$ cat config.mk
export PLATFORM = sky130hd
export DESIGN_NAME = tx_skp_scheduler
export DESIGN_NICKNAME = d
export VERILOG_FILES = /design/src/rtl/pcie_skp_pkg.sv /design/src/rtl/skp_interval_timer.sv /design/src/rtl/tx_skp_scheduler.sv
export SDC_FILE = /design/constraint.sdc
export NUM_CORES = 1
export LEC_CHECK = 0
export BUFFER_PORTS_ARGS = -buffer_cell sky130_fd_sc_hd__buf_4
export CORE_MARGIN = 3
export CORE_UTILIZATION = 50
export CTS_CLUSTER_DIAMETER = 80
export DETAILED_ROUTE_END_ITERATION = 6
export GPL_TIMING_DRIVEN = 0
export PLACE_DENSITY = 0.76
export SLEW_MARGIN = 20
export SYNTH_ARGS = -nofsm -noshare
export SYNTH_HDL_FRONTEND = slang
export SYNTH_SLANG_ARGS = --single-unit
export TNS_END_PERCENT = 100
$ cat constraint.sdc
create_clock -name tx_clk -period 2.2 [get_ports tx_clk]
set_input_delay 0.22 -clock tx_clk [delete_from_list [all_inputs] [get_ports tx_clk]]
set_output_delay 0.22 -clock tx_clk [all_outputs]
set_load 0.005 [all_outputs]
$ cat src/rtl/pcie_skp_pkg.sv
// Shared constants, FSM state type and SKP symbol generator for the TX SKP scheduler.
package pcie_skp_pkg;

  localparam logic [7:0] COM_K28_5 = 8'hBC;
  localparam logic [7:0] SKP_K28_0 = 8'h1C;
  localparam logic [7:0] SKP_G3    = 8'hAA;
  localparam logic [7:0] SKP_END   = 8'hE1;

  localparam int SKP_LEN_LO = 4;
  localparam int SKP_LEN_HI = 16;
  localparam int IDX_WIDTH  = $clog2(SKP_LEN_HI);

  typedef enum logic {
    PASS,
    SKP_SEND
  } skp_state_e;

  typedef struct packed {
    logic [7:0] symbol;
    logic       k;
    logic       block_type;
  } skp_sym_t;

  // Symbol idx of an SKP ordered set: 8b/10b COM + 3 SKP, or 128b/130b 12xAA, SKP_END, 3 LFSR bytes.
  function automatic skp_sym_t skp_symbol(input logic                 gen3,
                                          input logic [IDX_WIDTH-1:0] idx,
                                          input logic [23:0]          lfsr);
    skp_sym_t s;
    s = '{symbol: SKP_K28_0, k: 1'b1, block_type: 1'b0};
    if (!gen3) begin
      if (idx == '0) s.symbol = COM_K28_5;
    end else begin
      s.k          = 1'b0;
      s.block_type = 1'b1;
      case (idx)
        4'd12:   s.symbol = SKP_END;
        4'd13:   s.symbol = lfsr[23:16];
        4'd14:   s.symbol = lfsr[15:8];
        4'd15:   s.symbol = lfsr[7:0];
        default: s.symbol = SKP_G3;
      endcase
    end
    return s;
  endfunction

endpackage

$ cat src/rtl/skp_interval_timer.sv
// Symbol-time interval counter and saturating pending-SKP counter.
module skp_interval_timer
  import pcie_skp_pkg::*;
#(
  parameter int SKP_INTERVAL_LO = 1180,
  parameter int SKP_INTERVAL_HI = 5920,
  parameter int CNT_WIDTH       = 13,
  parameter int MAX_PENDING     = 2
) (
  input  logic clk,
  input  logic rst_n,
  input  logic clr,
  input  logic skp_en,
  input  logic higher_gen_en,
  input  logic skp_done,
  output logic pending_nz
);

  localparam int PEND_WIDTH = $clog2(MAX_PENDING + 1);
  localparam logic [CNT_WIDTH-1:0]  LAST_LO  = CNT_WIDTH'(SKP_INTERVAL_LO - 1);
  localparam logic [CNT_WIDTH-1:0]  LAST_HI  = CNT_WIDTH'(SKP_INTERVAL_HI - 1);
  localparam logic [PEND_WIDTH-1:0] PEND_MAX = PEND_WIDTH'(MAX_PENDING);

  logic [CNT_WIDTH-1:0]  count;
  logic [CNT_WIDTH-1:0]  last;
  logic [PEND_WIDTH-1:0] pending;
  logic                  wrap;
  logic                  inc;
  logic                  dec;

  assign last = higher_gen_en ? LAST_HI : LAST_LO;
  // >= so a live Gen3->Gen1 switch with count past LAST_LO wraps at once instead of rolling over.
  assign wrap       = skp_en && (count >= last);
  assign inc        = wrap && (pending != PEND_MAX);
  assign dec        = skp_done && (pending != '0);
  assign pending_nz = (pending != '0);

  // NOTE: sequential state uses non-blocking assignments so every flop samples pre-edge values.
  always_ff @(posedge clk or negedge rst_n) begin
    if (!rst_n) begin
      count   <= '0;
      pending <= '0;
    end else if (clr || !skp_en) begin
      count   <= '0;
      pending <= '0;
    end else begin
      count <= wrap ? '0 : count + 1'b1;
      if (inc && !dec) begin
        pending <= pending + 1'b1;
      end else if (dec && !inc) begin
        pending <= pending - 1'b1;
      end
    end
  end

endmodule

$ cat src/rtl/tx_skp_scheduler.sv
// TX clock-compensation source: stalls upstream at a legal boundary and muxes out SKP ordered sets.
module tx_skp_scheduler
  import pcie_skp_pkg::*;
#(
  parameter int SYMBOL_WIDTH    = 8,
  parameter int SKP_INTERVAL_LO = 1180,
  parameter int SKP_INTERVAL_HI = 5920,
  parameter int CNT_WIDTH       = 13,
  parameter int MAX_PENDING     = 2
) (
  input  logic                    tx_clk,
  input  logic                    tx_rst,
  input  logic                    LTSSM_rst,
  input  logic                    skp_en,
  input  logic                    higher_gen_en,
  input  logic [SYMBOL_WIDTH-1:0] in_symbol,
  input  logic                    in_k,
  input  logic                    in_block_type,
  input  logic                    in_valid,
  input  logic                    in_boundary,
  output logic                    in_ready,
  input  logic [23:0]             skp_lfsr,
  output logic [SYMBOL_WIDTH-1:0] out_symbol,
  output logic                    out_k,
  output logic                    out_block_type,
  output logic                    out_valid,
  output logic                    skp_active
);

  localparam logic [IDX_WIDTH-1:0] LAST_IDX_LO = IDX_WIDTH'(SKP_LEN_LO - 1);
  localparam logic [IDX_WIDTH-1:0] LAST_IDX_HI = IDX_WIDTH'(SKP_LEN_HI - 1);

  skp_state_e            state;
  skp_state_e            state_nxt;
  logic [IDX_WIDTH-1:0]  idx;
  logic [IDX_WIDTH-1:0]  idx_nxt;
  logic                  mode;
  logic [23:0]           lfsr_q;
  logic                  pending_nz;
  logic                  start;
  logic                  last_sym;
  logic                  sel_mode;
  logic [IDX_WIDTH-1:0]  sel_idx;
  logic                  in_ready_c;
  skp_sym_t              skp_sym;
  logic [SYMBOL_WIDTH-1:0] symbol_d;
  logic                  k_d;
  logic                  block_type_d;
  logic                  valid_d;
  logic                  active_d;

  skp_interval_timer #(
    .SKP_INTERVAL_LO (SKP_INTERVAL_LO),
    .SKP_INTERVAL_HI (SKP_INTERVAL_HI),
    .CNT_WIDTH       (CNT_WIDTH),
    .MAX_PENDING     (MAX_PENDING)
  ) u_timer (
    .clk           (tx_clk),
    .rst_n         (tx_rst),
    .clr           (LTSSM_rst),
    .skp_en        (skp_en),
    .higher_gen_en (higher_gen_en),
    .skp_done      (last_sym),
    .pending_nz    (pending_nz)
  );

  assign start    = (state == PASS) && pending_nz && skp_en && (!in_valid || in_boundary);
  assign last_sym = (state == SKP_SEND) && (idx == (mode ? LAST_IDX_HI : LAST_IDX_LO));

  // The first SKP symbol is emitted on the start edge, before mode/idx are registered.
  assign sel_mode = start ? higher_gen_en : mode;
  assign sel_idx  = start ? '0 : idx;
  assign skp_sym  = skp_symbol(sel_mode, sel_idx, lfsr_q);

  // Held low during reset so upstream never sees a transfer while the block is cleared.
  assign in_ready = tx_rst && in_ready_c;

  always_ff @(posedge tx_clk or negedge tx_rst) begin
    if (!tx_rst) begin
      state  <= PASS;
      idx    <= '0;
      mode   <= 1'b0;
      lfsr_q <= '0;
    end else if (LTSSM_rst) begin
      state  <= PASS;
      idx    <= '0;
    end else begin
      state <= state_nxt;
      idx   <= idx_nxt;
      if (start) begin
        mode   <= higher_gen_en;
        lfsr_q <= skp_lfsr;
      end
    end
  end

  // NOTE: every variable driven in always_comb gets a default first, so no latch is inferred.
  always_comb begin
    state_nxt = state;
    idx_nxt   = idx;
    case (state)
      PASS: begin
        if (start) begin
          state_nxt = SKP_SEND;
          idx_nxt   = IDX_WIDTH'(1);
        end
      end
      SKP_SEND: begin
        if (last_sym) begin
          state_nxt = PASS;
          idx_nxt   = '0;
        end else begin
          idx_nxt = idx + 1'b1;
        end
      end
      default: begin
        state_nxt = PASS;
        idx_nxt   = '0;
      end
    endcase
  end

  always_comb begin
    in_ready_c   = 1'b0;
    symbol_d     = '0;
    k_d          = 1'b0;
    block_type_d = 1'b0;
    valid_d      = 1'b0;
    active_d     = 1'b0;
    if (start || (state == SKP_SEND)) begin
      symbol_d     = SYMBOL_WIDTH'(skp_sym.symbol);
      k_d          = skp_sym.k;
      block_type_d = skp_sym.block_type;
      valid_d      = 1'b1;
      active_d     = 1'b1;
    end else if (state == PASS) begin
      in_ready_c = 1'b1;
      if (in_valid) begin
        symbol_d     = in_symbol;
        k_d          = in_k;
        block_type_d = in_block_type;
        valid_d      = 1'b1;
      end
    end
  end

  always_ff @(posedge tx_clk or negedge tx_rst) begin
    if (!tx_rst) begin
      out_symbol     <= '0;
      out_k          <= 1'b0;
      out_block_type <= 1'b0;
      out_valid      <= 1'b0;
      skp_active     <= 1'b0;
    end else if (LTSSM_rst) begin
      out_symbol     <= '0;
      out_k          <= 1'b0;
      out_block_type <= 1'b0;
      out_valid      <= 1'b0;
      skp_active     <= 1'b0;
    end else begin
      out_symbol     <= symbol_d;
      out_k          <= k_d;
      out_block_type <= block_type_d;
      out_valid      <= valid_d;
      skp_active     <= active_d;
    end
  end

endmodule

==> flow_metrics.py <==
metrics = {
    "floorplan": {
        "die-area_sq_um": 6891,
        "io_pins": 54,
        "die_y_microns": 83.01,
        "placementRows": 27,
        "initial_core_util_pct": 52.88,
        "die_x_microns": 83.01,
        "core-area_sq_um": 5608,
    },
    "hold_path": {
        "hold_class": "in2reg",
    },
    "synthesis": {
        "ys_warn_count": 0,
        "synth.most_common_cell": "dfrtp_1",
        "syn_nets": 306,
        "ys_top_cells_by_count": "57 x dfrtp_1, 24 x a21oi_1, 18 x mux2_4, 18 x nand2_1",
        "synth_seq_cells": 57,
        "synth_cells": 257,
        "synthTopCellsByArea": "dfrtp_1 48%, mux2_4 9.1%, a21oi_1 4.1%",
        "synth_top_area_cell": "dfrtp_1",
        "ys.flop_type": "dfrtp_1",
        "syn_avg_cell_area_sq_um": 11.54,
        "syn_area_sq_um": 2965,
        "synth.top_cell.area_share_pct": 48.10,
        "synth_seq_area_share_pct": 48.10,
        "async_flop_share_pct": 100.0,
        "synth_edf_count": 0,
        "yosysUniqueCellTypes": 53,
    },
    "route": {
        "drt_iter0_markers": 108,
        "dr.pass1.iters": 4,
        "viasPerCell": 5.586,
        "wire_per_inst_microns": 16.60,
        "postRouteAntennaNets": 0,
        "route.detailed.drc": 0,
        "routed_wl_microns": 6623,
        "vias": 2229,
    },
    "job": {
        "max_cap_viol_count": 0,
    },
    "power_and_ir_drop": {
        "powerDensity_nw_per_um2": 616.4,
        "total_power_mw": 2.303,
        "cellLeakagePower_nw": 1.735,
        "ir_drop_mv": 0.5732,
    },
    "sta": {
        "slew-limit-headroom_pct": 51.25,
        "hold_viol": 0,
        "timing.final.crit_share_pct": 105.7,
        "timing.final.ws_setup_ps": -124.8,
        "rsz0062_at_grt": "yes",
        "setup_viol": 1,
        "finClkSkew_ps": 5.750,
        "drv_slew": 0,
        "max_freq_mhz": 430.1,
        "final.setup.tns_ps": -124.8,
        "whs_ps": 88.85,
        "period_minus_slack_ps": 2325,
        "worst_slew_pin_slew_ps": 731.3,
    },
    "cells_and_area": {
        "final_util_pct": 66.62,
        "layout-drive-gt1-share_pct": 36.70,
        "final_cell_area_sq_um": 3736,
        "area_delta_synth_final_pct": 25.99,
        "nNetsFinal": 371,
        "antenna_cells": 0,
        "finalNonFillerCells": 399,
    },
    "worst_setup_path": {
        "crit_path_end_kind": "flip-flop",
        "worstSetupEndpoint": "u_timer.pending[1]",
        "start_kind": "flip-flop",
        "r2r-end": "u_timer.pending[1]",
        "reg2reg_from": "u_timer.count[7]",
        "r2r_setup_slack_ps": -120,
        "cp_max_fo": 2,
        "critPathArrivalTime_ps": 2590,
        "worst_r2r_path_depth": 9,
        "path_class": "reg2reg",
        "crit_path_start": "u_timer.count[7]",
        "crit_required_ps": 2470,
    },
    "placement": {
        "io_buffers": 52,
        "dp_hpwl_microns": 4793,
        "gp_congestion": 0.8484,
        "pre_cts_ws_ps": -236.1,
        "place_area_sq_um": 3477,
        "place_inst": 381,
    },
    "clock_tree": {
        "cts_sinks": 57,
        "clk_pin_slew_worst_paths_ps": 70,
        "cts_buffer_depth": 2,
        "cts-buffers-inserted": 9,
        "cts.htree.levels": 3,
        "cts_tree": "done",
        "clk_root_buffer_cell": "clkbuf_8",
        "clk_latency_ps": 340,
    },
    "global_route": {
        "grt_first_pass_wirelength_microns": 11210,
        "track_usage_pct": 20.48,
        "grt_pass1_vias": 2283,
        "grt_max_degree": 59,
        "antenna_found_initial": 0,
        "overflow": 0,
    },
    "run_status": {
        "violations": "setup timing",
        "status": "complete, but fails checks",
    },
}
## cell type report
type | instances | area [sq um]
clock inverters | 5 | 53.80
inverters | 4 | 15.01
multi-input cells | 183 | 1498
fillers | 442 | 1872
repair buffers | 55 | 415.4
clock buffers | 11 | 151.4
well taps | 72 | 90.09
plain buffers | 12 | 85.08
flip-flops and latches | 57 | 1428
## worst min path at each step
| stage | start | to | slack [ps] | depth (start not counted) |
|---|---|---|---|---|
| after global routing | skp_lfsr[8] | lfsr_q[8] | 80 | 2 |
| after CTS | LTSSM_rst | out_symbol[4] | 70 | 2 |
| after detailed placement | tx_rst | u_timer.count[2] | 330 | 1 |
| after global placement | tx_rst | u_timer.count[2] | 320 | 1 |
| after floorplan | tx_rst | idx[0] | -80 | 0 |
| final | LTSSM_rst | out_symbol[4] | 90 | 2 |
## logic make-up (layout without fill, tap and decap cells)
group | count (synthesis) | after routing | synth area share (%)
AO/OA/AOI/OAI | 66 | 66 | 15.11
XOR/XNOR | 13 | 13 | 3.840
adder cells (fa/ha/maj) | 8 | 8 | 3.376
buffers and inverters | 17 | 87 | 3.502
flip-flops | 57 | 57 | 48.10
multiplexers | 30 | 30 | 13.50
AND/OR/NAND/NOR | 66 | 66 | 12.57
## report_power, final
part           switching, mW  internal, mW
logic                 0.0856         0.112
clock network          0.426         0.580
registers             0.0191          1.08
total                  0.530          1.77
## sequential cells by signal (all words and copies together) (netlist names)
register         flops
out_symbol           8
out_valid            1
idx                  4
u_timer.count       13
mode                 1
out_block_type       1
lfsr_q              24
state                1
out_k                1
skp_active           1
u_timer.pending      2
## what timing repair did
item / 4_1_cts / 5_1_grt
setup endpoints to repair: 1 / 1
setup buffers: 2 / 0
hold buffers: 1 / 0
hold endpoints to repair: 57 / 0
gates resized for setup: 4 / 3
pin swaps: 2 / 1
## metal layers
| layer | vias up | global-route usage, % | part of all wire (%) |
|---|---|---|---|
| met5 | - | 0 | 0 |
| met4 | 0 | 6.241 | 1.0 |
| met3 | 6 | 6.647 | 5.4 |
| met2 | 50 | 33.53 | 50 |
| met1 | 1101 | 25.84 | 44 |
| li1 | 1072 | - | - |
## critical path, cell delays in order (launching register included)
cell      delay [ps]
dfrtp_2          430
ha_4             150
or4_4            540
a21oi_2          110
o21ai_1           80
o2111a_1         160
ha_4             160
xor2_1           140
or3_1            340
a21oi_2          140
## cells in the final DEF (no fill, tap or decap), types with 3 or more instances in the layout
cell | Yosys | layout
or3_1 | 4 | 4
clkbuf_1 | 6 | 5
clkbuf_8 | 0 | 11
a21oi_1 | 24 | 22
ha_2 | 0 | 3
and2_1 | 3 | 3
ha_1 | 8 | 3
nor2b_1 | 3 | 3
and3_1 | 3 | 3
mux2_2 | 8 | 8
mux2i_1 | 4 | 4
o21ai_0 | 10 | 8
nand2b_1 | 4 | 4
xnor2_1 | 3 | 3
nor2_1 | 9 | 9
inv_1 | 4 | 4
clkinv_2 | 0 | 3
buf_4 | 0 | 54
o211a_1 | 3 | 3
xor2_1 | 10 | 10
nand2_1 | 18 | 18
nand3_1 | 4 | 4
mux2_4 | 18 | 18
o21ai_1 | 1 | 3
nand4_1 | 5 | 5
buf_6 | 5 | 5
dfrtp_1 | 57 | 56
a22oi_1 | 3 | 3
Power figures use the tool's default switching activity.
